$ cat src/rtl/mc_control_fsm_pkg.sv
// Shared definitions for the multicycle MIPS main controller: ALU operation codes,
// opcode/funct constants and the controller state encoding.
package mc_control_fsm_pkg;

    localparam int STATE_W = 4;
    localparam int ALUOP_W = 6;

    localparam logic [ALUOP_W-1:0] ALUOP_NOP  = 6'd0;
    localparam logic [ALUOP_W-1:0] ALUOP_ADD  = 6'd1;
    localparam logic [ALUOP_W-1:0] ALUOP_ADDU = 6'd2;
    localparam logic [ALUOP_W-1:0] ALUOP_SUB  = 6'd3;
    localparam logic [ALUOP_W-1:0] ALUOP_SUBU = 6'd4;
    localparam logic [ALUOP_W-1:0] ALUOP_AND  = 6'd5;
    localparam logic [ALUOP_W-1:0] ALUOP_OR   = 6'd6;
    localparam logic [ALUOP_W-1:0] ALUOP_XOR  = 6'd7;
    localparam logic [ALUOP_W-1:0] ALUOP_NOR  = 6'd8;
    localparam logic [ALUOP_W-1:0] ALUOP_SLT  = 6'd9;
    localparam logic [ALUOP_W-1:0] ALUOP_SLTU = 6'd10;
    localparam logic [ALUOP_W-1:0] ALUOP_SLL  = 6'd11;
    localparam logic [ALUOP_W-1:0] ALUOP_SRL  = 6'd12;
    localparam logic [ALUOP_W-1:0] ALUOP_SRA  = 6'd13;
    localparam logic [ALUOP_W-1:0] ALUOP_SLLV = 6'd14;
    localparam logic [ALUOP_W-1:0] ALUOP_SRLV = 6'd15;
    localparam logic [ALUOP_W-1:0] ALUOP_SRAV = 6'd16;

    localparam logic [5:0] OP_RTYPE = 6'b000000;
    localparam logic [5:0] OP_J     = 6'b000010;
    localparam logic [5:0] OP_JAL   = 6'b000011;
    localparam logic [5:0] OP_BEQ   = 6'b000100;
    localparam logic [5:0] OP_BNE   = 6'b000101;
    localparam logic [5:0] OP_ADDI  = 6'b001000;
    localparam logic [5:0] OP_ADDIU = 6'b001001;
    localparam logic [5:0] OP_SLTI  = 6'b001010;
    localparam logic [5:0] OP_SLTIU = 6'b001011;
    localparam logic [5:0] OP_ANDI  = 6'b001100;
    localparam logic [5:0] OP_ORI   = 6'b001101;
    localparam logic [5:0] OP_XORI  = 6'b001110;
    localparam logic [5:0] OP_LUI   = 6'b001111;
    localparam logic [5:0] OP_LW    = 6'b100011;
    localparam logic [5:0] OP_SW    = 6'b101011;

    localparam logic [5:0] FUNCT_SLL  = 6'b000000;
    localparam logic [5:0] FUNCT_SRL  = 6'b000010;
    localparam logic [5:0] FUNCT_SRA  = 6'b000011;
    localparam logic [5:0] FUNCT_SLLV = 6'b000100;
    localparam logic [5:0] FUNCT_SRLV = 6'b000110;
    localparam logic [5:0] FUNCT_SRAV = 6'b000111;
    localparam logic [5:0] FUNCT_JR   = 6'b001000;
    localparam logic [5:0] FUNCT_ADD  = 6'b100000;
    localparam logic [5:0] FUNCT_ADDU = 6'b100001;
    localparam logic [5:0] FUNCT_SUB  = 6'b100010;
    localparam logic [5:0] FUNCT_SUBU = 6'b100011;
    localparam logic [5:0] FUNCT_AND  = 6'b100100;
    localparam logic [5:0] FUNCT_OR   = 6'b100101;
    localparam logic [5:0] FUNCT_XOR  = 6'b100110;
    localparam logic [5:0] FUNCT_NOR  = 6'b100111;
    localparam logic [5:0] FUNCT_SLT  = 6'b101010;
    localparam logic [5:0] FUNCT_SLTU = 6'b101011;

    typedef enum logic [STATE_W-1:0] {
        S_FETCH    = 4'd0,
        S_DECODE   = 4'd1,
        S_MEM_ADDR = 4'd2,
        S_MEM_RD   = 4'd3,
        S_MEM_WB   = 4'd4,
        S_MEM_WR   = 4'd5,
        S_EXEC_R   = 4'd6,
        S_EXEC_I   = 4'd7,
        S_ALU_WB   = 4'd8,
        S_BRANCH   = 4'd9,
        S_JUMP     = 4'd10,
        S_JAL      = 4'd11,
        S_JR       = 4'd12
    } state_t;

endpackage

$ cat src/rtl/mc_control_fsm_alu_decoder.sv
// Combinational opcode/funct decode for the execute states: ALU operation, immediate
// extension mode, shift-by-shamt detection and recognition of supported encodings.
module mc_alu_decoder
    import mc_control_fsm_pkg::*;
#(
    parameter int ALUOP_W = mc_control_fsm_pkg::ALUOP_W
) (
    input  logic [5:0]         opcode,
    input  logic [5:0]         funct,
    output logic [ALUOP_W-1:0] alu_op,
    output logic               ext_op,
    output logic               shift_imm,
    output logic               alu_imm,
    output logic               illegal_funct
);

    always_comb begin
        alu_op        = ALUOP_ADD;
        ext_op        = 1'b1;
        shift_imm     = 1'b0;
        alu_imm       = 1'b1;
        illegal_funct = 1'b0;
        case (opcode)
            OP_RTYPE: begin
                alu_imm = 1'b0;
                ext_op  = 1'b0;
                case (funct)
                    FUNCT_ADD:  alu_op = ALUOP_ADD;
                    FUNCT_ADDU: alu_op = ALUOP_ADDU;
                    FUNCT_SUB:  alu_op = ALUOP_SUB;
                    FUNCT_SUBU: alu_op = ALUOP_SUBU;
                    FUNCT_AND:  alu_op = ALUOP_AND;
                    FUNCT_OR:   alu_op = ALUOP_OR;
                    FUNCT_XOR:  alu_op = ALUOP_XOR;
                    FUNCT_NOR:  alu_op = ALUOP_NOR;
                    FUNCT_SLT:  alu_op = ALUOP_SLT;
                    FUNCT_SLTU: alu_op = ALUOP_SLTU;
                    FUNCT_SLLV: alu_op = ALUOP_SLLV;
                    FUNCT_SRLV: alu_op = ALUOP_SRLV;
                    FUNCT_SRAV: alu_op = ALUOP_SRAV;
                    FUNCT_SLL:  begin alu_op = ALUOP_SLL; shift_imm = 1'b1; end
                    FUNCT_SRL:  begin alu_op = ALUOP_SRL; shift_imm = 1'b1; end
                    FUNCT_SRA:  begin alu_op = ALUOP_SRA; shift_imm = 1'b1; end
                    FUNCT_JR:   alu_op = ALUOP_NOP;
                    default:    illegal_funct = 1'b1;
                endcase
            end
            OP_ADDI:  alu_op = ALUOP_ADD;
            OP_ADDIU: alu_op = ALUOP_ADDU;
            OP_SLTI:  alu_op = ALUOP_SLT;
            OP_SLTIU: alu_op = ALUOP_SLTU;
            OP_ANDI:  begin alu_op = ALUOP_AND; ext_op = 1'b0; end
            OP_ORI:   begin alu_op = ALUOP_OR;  ext_op = 1'b0; end
            OP_XORI:  begin alu_op = ALUOP_XOR; ext_op = 1'b0; end
            // The datapath applies the fixed 16-bit shift that turns SLL into lui.
            OP_LUI:   alu_op = ALUOP_SLL;
            default:  alu_imm = 1'b0;
        endcase
    end

endmodule

$ cat src/rtl/mc_control_fsm.sv
// Multicycle MIPS main controller: sequences FETCH/DECODE/EXEC/MEM/WB and decodes all
// datapath selects and write enables from the current state.
module mc_control_fsm
    import mc_control_fsm_pkg::*;
#(
    parameter int ALUOP_W = mc_control_fsm_pkg::ALUOP_W
) (
    input  logic               clk,
    input  logic               rst_n,
    input  logic [5:0]         opcode,
    input  logic [5:0]         funct,
    input  logic               zero,
    input  logic               mem_ready,
    output logic               pc_en,
    output logic               iord,
    output logic               mem_read,
    output logic               mem_write,
    output logic               ir_write,
    output logic               reg_write,
    output logic [1:0]         reg_dst,
    output logic [1:0]         mem_to_reg,
    output logic [1:0]         alu_src_a,
    output logic [1:0]         alu_src_b,
    output logic               ext_op,
    output logic [1:0]         pc_source,
    output logic [ALUOP_W-1:0] alu_op,
    output logic               illegal
);

    state_t state_q, state_d;
    // Low from reset until the first edge after release, so nothing is requested while in reset.
    logic   active_q;

    logic [ALUOP_W-1:0] dec_alu_op;
    logic               dec_ext_op;
    logic               dec_shift_imm;
    logic               dec_alu_imm;
    logic               dec_illegal_funct;

    mc_alu_decoder #(.ALUOP_W(ALUOP_W)) u_alu_decoder (
        .opcode        (opcode),
        .funct         (funct),
        .alu_op        (dec_alu_op),
        .ext_op        (dec_ext_op),
        .shift_imm     (dec_shift_imm),
        .alu_imm       (dec_alu_imm),
        .illegal_funct (dec_illegal_funct)
    );

    always_ff @(posedge clk or negedge rst_n) begin
        if (!rst_n) begin
            state_q  <= S_FETCH;
            active_q <= 1'b0;
        end else begin
            state_q  <= state_d;
            active_q <= 1'b1;
        end
    end

    always_comb begin
        state_d    = state_q;
        pc_en      = 1'b0;
        iord       = 1'b0;
        mem_read   = 1'b0;
        mem_write  = 1'b0;
        ir_write   = 1'b0;
        reg_write  = 1'b0;
        reg_dst    = 2'd0;
        mem_to_reg = 2'd0;
        alu_src_a  = 2'd0;
        alu_src_b  = 2'd0;
        ext_op     = 1'b0;
        pc_source  = 2'd0;
        alu_op     = '0;
        illegal    = 1'b0;
        if (!active_q) begin
            state_d = S_FETCH;
        end else begin
            case (state_q)
                S_FETCH: begin
                    mem_read  = 1'b1;
                    alu_src_b = 2'd1;
                    alu_op    = ALUOP_ADD;
                    if (mem_ready) begin
                        ir_write = 1'b1;
                        pc_en    = 1'b1;
                        state_d  = S_DECODE;
                    end
                end
                S_DECODE: begin
                    alu_src_b = 2'd3;
                    ext_op    = 1'b1;
                    alu_op    = ALUOP_ADD;
                    case (opcode)
                        OP_LW, OP_SW:    state_d = S_MEM_ADDR;
                        OP_BEQ, OP_BNE:  state_d = S_BRANCH;
                        OP_J:            state_d = S_JUMP;
                        OP_JAL:          state_d = S_JAL;
                        OP_RTYPE: begin
                            if (funct == FUNCT_JR) begin
                                state_d = S_JR;
                            end else if (dec_illegal_funct) begin
                                illegal = 1'b1;
                                state_d = S_FETCH;
                            end else begin
                                state_d = S_EXEC_R;
                            end
                        end
                        default: begin
                            if (dec_alu_imm) begin
                                state_d = S_EXEC_I;
                            end else begin
                                illegal = 1'b1;
                                state_d = S_FETCH;
                            end
                        end
                    endcase
                end
                S_MEM_ADDR: begin
                    alu_src_a = 2'd1;
                    alu_src_b = 2'd2;
                    ext_op    = 1'b1;
                    alu_op    = ALUOP_ADD;
                    state_d   = (opcode == OP_SW) ? S_MEM_WR : S_MEM_RD;
                end
                S_MEM_RD: begin
                    mem_read = 1'b1;
                    iord     = 1'b1;
                    if (mem_ready) state_d = S_MEM_WB;
                end
                S_MEM_WB: begin
                    reg_write  = 1'b1;
                    mem_to_reg = 2'd1;
                    state_d    = S_FETCH;
                end
                S_MEM_WR: begin
                    mem_write = 1'b1;
                    iord      = 1'b1;
                    if (mem_ready) state_d = S_FETCH;
                end
                S_EXEC_R: begin
                    alu_src_a = dec_shift_imm ? 2'd2 : 2'd1;
                    alu_op    = dec_alu_op;
                    state_d   = S_ALU_WB;
                end
                S_EXEC_I: begin
                    alu_src_a = 2'd1;
                    alu_src_b = 2'd2;
                    ext_op    = dec_ext_op;
                    alu_op    = dec_alu_op;
                    state_d   = S_ALU_WB;
                end
                S_ALU_WB: begin
                    reg_write = 1'b1;
                    reg_dst   = (opcode == OP_RTYPE) ? 2'd1 : 2'd0;
                    state_d   = S_FETCH;
                end
                S_BRANCH: begin
                    alu_src_a = 2'd1;
                    alu_op    = ALUOP_SUB;
                    pc_source = 2'd1;
                    pc_en     = zero ^ (opcode == OP_BNE);
                    state_d   = S_FETCH;
                end
                S_JUMP: begin
                    pc_source = 2'd2;
                    pc_en     = 1'b1;
                    state_d   = S_FETCH;
                end
                S_JAL: begin
                    pc_source  = 2'd2;
                    pc_en      = 1'b1;
                    reg_write  = 1'b1;
                    reg_dst    = 2'd2;
                    mem_to_reg = 2'd2;
                    state_d    = S_FETCH;
                end
                S_JR: begin
                    pc_source = 2'd3;
                    pc_en     = 1'b1;
                    state_d   = S_FETCH;
                end
                default: state_d = S_FETCH;
            endcase
        end
    end

endmodule

$ cat config.mk
export PLATFORM = sky130hd
export DESIGN_NAME = mc_control_fsm
export DESIGN_NICKNAME = d
export VERILOG_FILES = /design/src/rtl/mc_control_fsm_pkg.sv /design/src/rtl/mc_control_fsm_alu_decoder.sv /design/src/rtl/mc_control_fsm.sv
export SDC_FILE = /design/constraint.sdc
export NUM_CORES = 1
export LEC_CHECK = 0
export CAP_MARGIN = 20
export CORE_MARGIN = 2
export CORE_UTILIZATION = 51
export CTS_CLUSTER_DIAMETER = 120
export CTS_CLUSTER_SIZE = 8
export DETAILED_ROUTE_END_ITERATION = 12
export GPL_TIMING_DRIVEN = 0
export PLACE_DENSITY = 0.87
export SETUP_SLACK_MARGIN = 0.3
export SLEW_MARGIN = 20
export SYNTH_ARGS = -nofsm -noshare
export SYNTH_HDL_FRONTEND = slang
export SYNTH_HIERARCHICAL = 1
export SYNTH_SLANG_ARGS = --single-unit
$ cat constraint.sdc
create_clock -name clk -period 3.4 [get_ports clk]
set_input_delay 0.68 -clock clk [delete_from_list [all_inputs] [get_ports clk]]
set_output_delay 0.68 -clock clk [all_outputs]
set_load 0.03 [all_outputs]
==> results.md <==
* Hold crit path type: input port to asynchronous set/reset pin
* Final Hold Fails at 0
* RSZ-0062 raised after global routing: true
* Largest net degree at the start of global routing at 14
* Number of top-level pins at 40
* Arrival @ worst endpoint at 2.36 ns
* Asr flop ratio synth at 1.000
* Final #Nets at 248
* Top cells by area, synth: dfrtp_1, nand2_1, a21oi_1, nor2_1, o21ai_0
* Number of max-cap violations at 0
* Ys flop type: dfrtp_1
* Post-route insts no fill at 259
* Worst-path fanout max at 8
* Vias per cell at 6.228
* Most common cell after layout, fill and taps aside: nand2_1
* Leak at 0.6901 nW
* Clock transition at path regs at 0.05 ns
* Setup slack after layout at 0.3615 ns
* Status: finished clean
* Pwr per Cell Area at 185.1 mW/mm^2
* Ant diodes at 0
* Area grow syn2layout at 36.46%
* Clk sink count at 5
* Vias at 1613
* Die area at 0.002868 sq mm
* Final instance area at 0.001709 sq mm
* # port buffers at 37
* Yosys top cell area share at 0.09990
* Synth Instances at 190
* Crit. End Element: primary output
* Pre-CTS setup slack at -0.6235 ns
* DRC Markers at 0
* Vias in the first global route at 1499
* Multi-input combinational cell area at 0.001026 sq mm
* Synth Warn # at 6
* GRT Residual Overflow at 0
* Fin crit share at 0.8937
* Post-CTS setup buffer count at 0
* CTS tree: yes
* Post-synthesis sequential area ratio at 0.09990
* CTS Buffer Depth at 2
* Initial antenna violation count at 0
* FILL cells at 181
* Number of core rows at 17
* Design Power at 0.3163 mW
* Worst skew pair latency at 0.24 ns
* Mapped cell area at 0.001252 sq mm
* Routed length per placed instance at 15.49 um
* Setup violators final at 0
* Final ANT Viol Nets at 0
* First-pass GRT wire length at 6.624 mm
* Post-Route Setup TNS at 0 ns
* Hold Buf Count CTS at 0
* FMAX at 329.1 MHz
* Worst Clk Skew at 0.002828 ns
* Drt total wl at 4.012 mm
* Commonest non-fill, non-tap cells in the layout: nand2_1, nor2_1, a21oi_1
* Routability cong. at 0.8743
* Placed insts at 255
* Peak VDD IR at 0.2491 mV
* Slew Limit Headroom at 0.6649
* Hold WS at 0.6587 ns
* Critical path class: input port to primary output
* Post-route minimum period at 3.038 ns
* Core ar. at 0.002276 sq mm
* Max-slew violation count at 0
* Inserted Clock Buffers at 3
* DRT iter0 DRCs at 69
* Register area at 125.1 sq um
* Ratio of cells with drive above 1 in the final layout at 0.2338
* Vert. Die Dim at 53.56 um
* Critical path required time at 2.72 ns
* Startpoint Class: input port
* Worst-Margin Slew at 0.4957 ns
* Syn Nets at 206
* Hpwl dp at 2.975 mm
* Initial Utilization at 0.5503
* Area post-placement at 0.001658 sq mm
* CTS root buf: clkbuf_4
* Synth area leader: dfrtp_1
* Die X-Extent at 53.56 um
* Post-synth EDFFs at 0
* Final Util at 0.7510
* GRT Total Usage at 0.3063
* Yosys reg bits at 5
* H-Tree Depth at 1
* Yosys cell types at 58
* First-pass iteration count of the detailed router at 4
* Mean post-synth cell area at 6.592 sq um
[path summary, 6_finish.rpt]
check                                        from                      to  slack (ns)  cells past startpoint
setup / recovery                        opcode[3]               alu_op[1]        0.36                      8
hold / removal                              rst_n      active_q$_DFF_PN0_        0.66                      1
setup reg to reg           state_q[3]$_DFFE_PN0P_  state_q[1]$_DFFE_PN0P_        1.91                      6
hold reg to reg            state_q[2]$_DFFE_PN0P_  state_q[3]$_DFFE_PN0P_        0.67                      3
max in group asynchronous                   rst_n  state_q[3]$_DFFE_PN0P_        2.56                      1
min in group clk           state_q[2]$_DFFE_PN0P_  state_q[3]$_DFFE_PN0P_        0.67                      3
[cells in the mapped netlist, types with 4 or more instances]
cell type,instances
a21oi_1,16
and2_1,5
buf_2,4
clkbuf_1,6
dfrtp_1,5
inv_1,11
nand2_1,24
nand2b_1,4
nand3_1,7
nor2_1,17
nor3_1,8
o21a_1,4
o21ai_0,10
o22ai_1,6
[state kept, by name, indices dropped and copies added (netlist names)]
register	flops
state_q	4
active_q	1
[repair_timing]
action,in CTS,in global routing
gates resized for setup,102,11
cloned,0,0
pin swaps,4,2
endpoints found under the setup margin,11,9
[cell type report]
cell class                      instances  share of cell area
Multi-Input combinational cell        159              0.6003
Timing Repair Buffer                   37              0.1947
Sequential cell                         5             0.07321
Buffer                                 14             0.06881
Inverter                               12             0.02709
Tap cell                               28             0.02050
Clock buffer                            4             0.01537
[kinds of logic (layout without fill, tap and decap cells)]
logic type      count (synthesis)  in the layout  synth area share
simple gates                   91             91            0.4136
compound gates                 60             60            0.3347
mux                             2              2           0.01698
xor+xnor                        4              4           0.02798
other cells                     2              2          0.005996
buf+inv                        26             67            0.1009
flops                           5              5           0.09990
[layer usage]
layer  GRT usage  vias up  routed length [um]
met4     0.08974        0                  62
met3     0.03056        6                 258
met5           0        -                   0
li1            -      768                   -
met1      0.3905      754                1664
met2      0.5432       85                2027
[critical path, cell delays in order]
cell      delay, ns
buf_12         0.11
or4_4          0.55
nor4_4         0.26
o221ai_2       0.19
o22ai_1        0.21
nand2_1        0.07
o21ai_0        0.09
buf_4          0.19
[report_power, final]
group,internal (mW),switching [mW]
logic,0.0721,0.110
registers,0.0625,0.00425
clock network,0.0443,0.0231
(Power assumes the default switching activity.)
